## config.mk

```make
export PLATFORM = sky130hd
export DESIGN_NAME = ssim_window_sched_flat
export DESIGN_NICKNAME = d
export VERILOG_FILES = /design/src/rtl/ssim_window_sched_if.sv /design/src/rtl/ssim_window_sched.sv /design/src/flat_wrapper.sv
export SDC_FILE = /design/constraint.sdc
export NUM_CORES = 1
export LEC_CHECK = 0
export ABC_AREA = 1
export ABC_CLOCK_PERIOD_IN_PS = 11960
export CAP_MARGIN = 15
export CELL_PAD_IN_SITES_DETAIL_PLACEMENT = 0
export CELL_PAD_IN_SITES_GLOBAL_PLACEMENT = 1
export CORE_MARGIN = 2
export CORE_UTILIZATION = 47
export DETAILED_ROUTE_END_ITERATION = 12
export PLACE_DENSITY = 0.93
export SETUP_SLACK_MARGIN = 0.3
export SLEW_MARGIN = 20
export SYNTH_ARGS = -nofsm -noshare
export SYNTH_HDL_FRONTEND = slang
export SYNTH_SLANG_ARGS = --single-unit
```

## constraint.sdc

```tcl
create_clock -name clk -period 11.96 [get_ports clk]
set_clock_uncertainty 0.1 [all_clocks]
set_input_delay 1.196 -clock clk [delete_from_list [all_inputs] [get_ports clk]]
set_output_delay 1.196 -clock clk [all_outputs]
set_load 0.03 [all_outputs]
```

## src/rtl/ssim_window_sched_if.sv

```systemverilog
// Bundles the scheduler's control, memory-read and pixel-pair stream signals.
// master: scheduler side; slave: the memories/consumer around it.
interface ssim_window_sched_if #(
    parameter int ADDR_W = 10
);
    logic              start;
    logic              busy;
    logic              done;
    logic              mem_en;
    logic [ADDR_W-1:0] mem_addr;
    logic [7:0]        mem_rdata_x;
    logic [7:0]        mem_rdata_y;
    logic              out_valid;
    logic              out_ready;
    logic [7:0]        out_x;
    logic [7:0]        out_y;
    logic              out_first;
    logic              out_last;
    logic [7:0]        win_idx;

    modport master (
        input  start, mem_rdata_x, mem_rdata_y, out_ready,
        output busy, done, mem_en, mem_addr, out_valid,
               out_x, out_y, out_first, out_last, win_idx
    );

    modport slave (
        output start, mem_rdata_x, mem_rdata_y, out_ready,
        input  busy, done, mem_en, mem_addr, out_valid,
               out_x, out_y, out_first, out_last, win_idx
    );
endinterface

```

## src/rtl/ssim_window_sched.sv

```systemverilog
// SSIM window scheduler: walks the X/Y images as WIN x WIN windows at STRIDE,
// reads both memories with one shared address and streams (x, y) pairs in
// window order through a 2-entry output FIFO with valid/ready backpressure.
// Optional macro SSIM_SCHED_ABORT_EN adds an abort input that cancels a pass.
module ssim_window_sched #(
    parameter int IMG_W  = 28,
    parameter int IMG_H  = 28,
    parameter int WIN    = 8,
    parameter int STRIDE = 4,
    parameter int ADDR_W = 10
) (
    input  logic                 clk,
    input  logic                 rst,
`ifdef SSIM_SCHED_ABORT_EN
    input  logic                 abort,
`endif
    ssim_window_sched_if.master  bus
);
    localparam int NWX = (IMG_W - WIN) / STRIDE + 1;
    localparam int NWY = (IMG_H - WIN) / STRIDE + 1;
    localparam int AW2 = ADDR_W + 2;

    typedef enum logic [1:0] {S_IDLE, S_RUN, S_DRAIN, S_DONE} state_t;

    typedef struct packed {
        logic [7:0] x;
        logic [7:0] y;
        logic       first;
        logic       last;
        logic [7:0] win;
    } entry_t;

    state_t            state_r;
    logic [7:0]        px_r, py_r, wx_r, wy_r;
    logic              inflight_r;
    logic              meta_first_r, meta_last_r;
    logic [7:0]        meta_win_r;
    entry_t            fifo_r [0:1];
    logic              wr_ptr_r, rd_ptr_r;
    logic [1:0]        count_r;
    logic [ADDR_W-1:0] addr_hold_r;

    logic              abort_s;
    logic              pop_s;
    logic [2:0]        credit_s;
    logic              issue_s;
    logic              last_px_s, last_py_s, last_wx_s, last_wy_s;
    logic [AW2-1:0]    row_s, addr_full_s;
    logic [7:0]        win_s;
    entry_t            head_s;

`ifdef SSIM_SCHED_ABORT_EN
    assign abort_s = abort;
`else
    assign abort_s = 1'b0;
`endif

    // A read may be issued only if its data will find a free FIFO slot:
    // entries held plus the read already in flight, minus this cycle's pop.
    assign pop_s    = (count_r != 2'd0) && bus.out_ready;
    assign credit_s = {1'b0, count_r} + {2'b00, inflight_r} - {2'b00, pop_s};
    assign issue_s  = (state_r == S_RUN) && !abort_s && (credit_s < 3'd2);

    assign last_px_s = (px_r == 8'(WIN - 1));
    assign last_py_s = (py_r == 8'(WIN - 1));
    assign last_wx_s = (wx_r == 8'(NWX - 1));
    assign last_wy_s = (wy_r == 8'(NWY - 1));

    // Address is formed two bits wider than the memory port, then truncated.
    assign row_s       = AW2'(wy_r) * AW2'(STRIDE) + AW2'(py_r);
    assign addr_full_s = row_s * AW2'(IMG_W) + AW2'(wx_r) * AW2'(STRIDE) + AW2'(px_r);
    assign win_s       = wy_r * 8'(NWX) + wx_r;

    assign head_s = fifo_r[rd_ptr_r];

    assign bus.mem_en    = issue_s;
    assign bus.mem_addr  = issue_s ? ADDR_W'(addr_full_s) : addr_hold_r;
    assign bus.busy      = (state_r == S_RUN) || (state_r == S_DRAIN);
    assign bus.done      = (state_r == S_DONE);
    assign bus.out_valid = (count_r != 2'd0);
    assign bus.out_x     = head_s.x;
    assign bus.out_y     = head_s.y;
    assign bus.out_first = head_s.first;
    assign bus.out_last  = head_s.last;
    assign bus.win_idx   = head_s.win;

    // Control FSM, window/pixel counters, read pipeline and output FIFO.
    always_ff @(posedge clk) begin
        if (!rst) begin
            state_r      <= S_IDLE;
            px_r         <= 8'd0;
            py_r         <= 8'd0;
            wx_r         <= 8'd0;
            wy_r         <= 8'd0;
            inflight_r   <= 1'b0;
            meta_first_r <= 1'b0;
            meta_last_r  <= 1'b0;
            meta_win_r   <= 8'd0;
            fifo_r[0]    <= '0;
            fifo_r[1]    <= '0;
            wr_ptr_r     <= 1'b0;
            rd_ptr_r     <= 1'b0;
            count_r      <= 2'd0;
            addr_hold_r  <= '0;
        end else if (abort_s && ((state_r == S_RUN) || (state_r == S_DRAIN))) begin
            // Cancel the pass: drop queued pairs and the read still returning.
            state_r    <= S_IDLE;
            inflight_r <= 1'b0;
            wr_ptr_r   <= 1'b0;
            rd_ptr_r   <= 1'b0;
            count_r    <= 2'd0;
        end else begin
            inflight_r <= issue_s;
            if (issue_s) begin
                meta_first_r <= (px_r == 8'd0) && (py_r == 8'd0);
                meta_last_r  <= last_px_s && last_py_s;
                meta_win_r   <= win_s;
                addr_hold_r  <= ADDR_W'(addr_full_s);
            end
            if (inflight_r) begin
                fifo_r[wr_ptr_r] <= '{bus.mem_rdata_x, bus.mem_rdata_y,
                                      meta_first_r, meta_last_r, meta_win_r};
                wr_ptr_r         <= ~wr_ptr_r;
            end
            if (pop_s) begin
                rd_ptr_r <= ~rd_ptr_r;
            end
            count_r <= count_r + {1'b0, inflight_r} - {1'b0, pop_s};

            case (state_r)
                S_IDLE: begin
                    if (bus.start) begin
                        state_r <= S_RUN;
                        px_r    <= 8'd0;
                        py_r    <= 8'd0;
                        wx_r    <= 8'd0;
                        wy_r    <= 8'd0;
                    end
                end
                S_RUN: begin
                    if (issue_s) begin
                        if (!last_px_s) begin
                            px_r <= px_r + 8'd1;
                        end else begin
                            px_r <= 8'd0;
                            if (!last_py_s) begin
                                py_r <= py_r + 8'd1;
                            end else begin
                                py_r <= 8'd0;
                                if (!last_wx_s) begin
                                    wx_r <= wx_r + 8'd1;
                                end else begin
                                    wx_r <= 8'd0;
                                    if (!last_wy_s) begin
                                        wy_r <= wy_r + 8'd1;
                                    end else begin
                                        wy_r    <= 8'd0;
                                        state_r <= S_DRAIN;
                                    end
                                end
                            end
                        end
                    end
                end
                S_DRAIN: begin
                    // Finished once the last queued pair leaves via a handshake.
                    if (!inflight_r && (count_r == 2'd1) && pop_s) begin
                        state_r <= S_DONE;
                    end
                end
                S_DONE: begin
                    state_r <= S_IDLE;
                end
                default: begin
                    state_r <= S_IDLE;
                end
            endcase
        end
    end
endmodule

```

## src/flat_wrapper.sv

```systemverilog
// flat-port wrapper written by rule: the top's interface ports become plain ports
module ssim_window_sched_flat 
#(
    parameter int IMG_W  = 28,
    parameter int IMG_H  = 28,
    parameter int WIN    = 8,
    parameter int STRIDE = 4,
    parameter int ADDR_W = 10
)
  (clk, rst, bus_start, bus_mem_rdata_x, bus_mem_rdata_y, bus_out_ready, bus_busy, bus_done, bus_mem_en, bus_mem_addr, bus_out_valid, bus_out_x, bus_out_y, bus_out_first, bus_out_last, bus_win_idx);
  ssim_window_sched_if #(.ADDR_W(ADDR_W)) bus_i ();
  input  logic clk;
  input  logic rst;
  input wire logic [$bits(bus_i.start)-1:0] bus_start;
  input wire logic [$bits(bus_i.mem_rdata_x)-1:0] bus_mem_rdata_x;
  input wire logic [$bits(bus_i.mem_rdata_y)-1:0] bus_mem_rdata_y;
  input wire logic [$bits(bus_i.out_ready)-1:0] bus_out_ready;
  output wire logic [$bits(bus_i.busy)-1:0] bus_busy;
  output wire logic [$bits(bus_i.done)-1:0] bus_done;
  output wire logic [$bits(bus_i.mem_en)-1:0] bus_mem_en;
  output wire logic [$bits(bus_i.mem_addr)-1:0] bus_mem_addr;
  output wire logic [$bits(bus_i.out_valid)-1:0] bus_out_valid;
  output wire logic [$bits(bus_i.out_x)-1:0] bus_out_x;
  output wire logic [$bits(bus_i.out_y)-1:0] bus_out_y;
  output wire logic [$bits(bus_i.out_first)-1:0] bus_out_first;
  output wire logic [$bits(bus_i.out_last)-1:0] bus_out_last;
  output wire logic [$bits(bus_i.win_idx)-1:0] bus_win_idx;
  assign bus_i.start = bus_start;
  assign bus_i.mem_rdata_x = bus_mem_rdata_x;
  assign bus_i.mem_rdata_y = bus_mem_rdata_y;
  assign bus_i.out_ready = bus_out_ready;
  assign bus_busy = bus_i.busy;
  assign bus_done = bus_i.done;
  assign bus_mem_en = bus_i.mem_en;
  assign bus_mem_addr = bus_i.mem_addr;
  assign bus_out_valid = bus_i.out_valid;
  assign bus_out_x = bus_i.out_x;
  assign bus_out_y = bus_i.out_y;
  assign bus_out_first = bus_i.out_first;
  assign bus_out_last = bus_i.out_last;
  assign bus_win_idx = bus_i.win_idx;
  ssim_window_sched #(.IMG_W(IMG_W), .IMG_H(IMG_H), .WIN(WIN), .STRIDE(STRIDE), .ADDR_W(ADDR_W)) u_core (.clk(clk), .rst(rst), .bus(bus_i));
endmodule
```

==> flow_summary.ini <==
[outcome]
status = complete, no violations

[cts]
clkTransAtPathRegs_ps = 80
cts_setup_buffers = 0
cts_root_buf = clkbuf_16
clk_latency_ps = 360
cts-htree-levels = 3
numClockSinks = 112
cts_tree = yes
cts_hold_buf = 0
clock_path_buffers = 2
cts-buffers-inserted = 9
post_cts_resized = 0

[sta]
finalHoldViolCount = 0
slew_headroom_pct = 35.56
setup_viol = 0
timing.fmax_mhz = 141.8
tightest_slew_ps = 964.3
layout_worst_path_cycle_share_pct = 58.95
maxSlewViolCount = 0
final.setup.tns_ps = 0
finalWorstSetupSlack_ps = 4910
min_period_ps = 7050
rsz0062_at_grt = no
holdWs_ps = 352.9

[drt]
ant_nets = 0
drt-initial-drc-count = 303
finalWirelength_um = 13750
routed_via_density = 5.008
num_vias = 5213
drc = 0
wl_per_cell_um = 13.20
dr.pass1.iters = 5

[critical_path]
r2r_slack_ps = 7020
cp_max_fo = 9
arrival_ps = 5750
startpoint_type = register
crit_type = register to primary output
end_kind = primary output
required_ps = 10660

[floorplanning]
num_rows = 43
start_util_pct = 48.57
die_width_um = 124.2
die-area_mm2 = 0.01543
die_height_um = 124.2
pin_count = 60
core_mm2 = 0.01399

[logic_synthesis]
yosysWarnings = 0
synth_cells = 802
syn_area_per_cell_um2 = 8.471
syn_nets = 884
netlist_area_mm2 = 0.006794
synth-seq-area-share_pct = 40.66
synth_area_leaders = edfxtp_1, dfxtp_1, ha_1
ys_types = 41
ys_seq_elements = 112
yosysTopAreaCell = edfxtp_1
synth_top_area_share_pct = 22.98

[pwr]
p_int_mw = 0.9747
peakVddDrop_mv = 0.1308
p_leak_nw = 3.581
powerDensity_mw_per_mm2 = 209.4
pwr-share-comb_pct = 46.8
swShare_pct = 41.25
p_switching_mw = 0.6843
pwr-share-clk_pct = 22.5
seqPwrFrac_pct = 30.7
finalPower_mw = 1.659

[global_route]
antenna_found_initial = 0
overflow = 0
grt_pass1_vias = 4915
grt.total_usage_pct = 18.49
grt_max_degree = 34
grt_pass1_wl_um = 23380

[placement]
hpwl_um = 10060
portBuffers = 59
placed_cell_area_mm2 = 0.007540
dp_slack_ps = 5246
place_inst = 1025
gp_congestion = 0.8872

[min_path]
hold_path_class = register to register

[final_layout]
syn2layout_area_growth_pct = 16.61
fin_util_pct = 56.64
stdcell_area_mm2 = 0.007923
instances_no_fill = 1041
insertedDiodeCount = 0
final_common_cell = nand2_1
fillers = 1279
layout_common_cells = nand2_1, inv_1, nor2_1
nets = 938
drive_gt1_share_pct = 9.175

[run]
drv_cap = 0
power by group through the flow:
stage               Clock (mW)  Sequential, mW  Combinational [mW]
floorplan                    0           0.497               0.568
global placement             0           0.515               0.772
detailed placement           0           0.518               0.779
CTS                      0.382           0.510               0.786
global route             0.394           0.519               0.854
finish                   0.373           0.510               0.776
flip-flops by register name (all words and copies together) (netlist names), 2 cells and up, named ones only:
register / count
u_core.fifo_r: 52
u_core.addr_hold_r: 10
u_core.meta_win_r: 8
u_core.px_r: 8
u_core.py_r: 8
u_core.wx_r: 8
u_core.wy_r: 8
u_core.count_r: 2
u_core.state_r: 2
area by class of cell:
class	instances	area [um^2]	area share [%]
inverters	142	535.5	6.759
repair buffers	62	613.1	7.738
multi-input cells	529	3411	43.05
well taps	180	225.2	2.843
clock inverters	7	148.9	1.879
flip-flops and latches	112	2764	34.89
clock buffers	9	225.2	2.843
cell usage after synthesis, drive strengths merged:
master	n
a211oi	5
a21oi	50
a31oi	1
buf	9
clkbuf	10
dfxtp	60
edfxtp	52
fa	17
ha	45
inv	142
mux2	26
nand2	140
nand3	45
nand3b	2
nand4	13
nor2	97
nor3	17
nor3b	6
nor4	1
o21ai	32
o22ai	1
o31ai	1
or2	4
xnor2	8
xor2	18
logic make-up (layout without fill, tap and decap cells):
kind of cell / after synthesis / after routing / synth area share (%)
simple gates: 325 / 325 / 21.86
buf+inv: 161 / 220 / 9.282
flops: 112 / 112 / 40.66
compound gates: 90 / 90 / 7.238
fa+ha+maj: 62 / 62 / 13.30
xor+xnor: 26 / 26 / 3.352
mux: 26 / 26 / 4.309
worst max-delay path: stages, from the launching register on:
cell and delay, ps:
dfxtp_1 520, ha_1 260, inv_1 60, fa_1 390, xnor2_1 270, inv_1 150
fa_1 560, inv_1 40, ha_1 340, nand2_1 80, nand2_1 70, a21oi_1 150
xor2_1 100, fa_1 490, inv_1 40, ha_1 320, nand2_1 90, inv_1 50
nand2_1 70, nand2_1 50, nor2_1 80, nand2_1 70, nand3_1 100, nand2_1 60
nand2_1 60, nand3_1 130, nand2_1 100, clkdlybuf4s50_1 670
layer usage:
metal	track usage [%]	up-vias	wire (um)
li1	-	2695	-
met3	3.270	22	539
met4	6.742	0	300
met2	32.34	101	6760
met5	0	-	0
met1	22.86	2395	6144
worst paths after layout:
path / startpoint / end / cells after the start
max: u_core.wy_r[0] / bus_mem_addr[9] / 27
min reg2reg: u_core.rd_ptr_r / register / 1
max reg2reg: u_core.wy_r[0] / u_core.addr_hold_r[9] / 27
min: u_core.rd_ptr_r / register / 1
No activity file was read; power rests on OpenSTA's default activity.
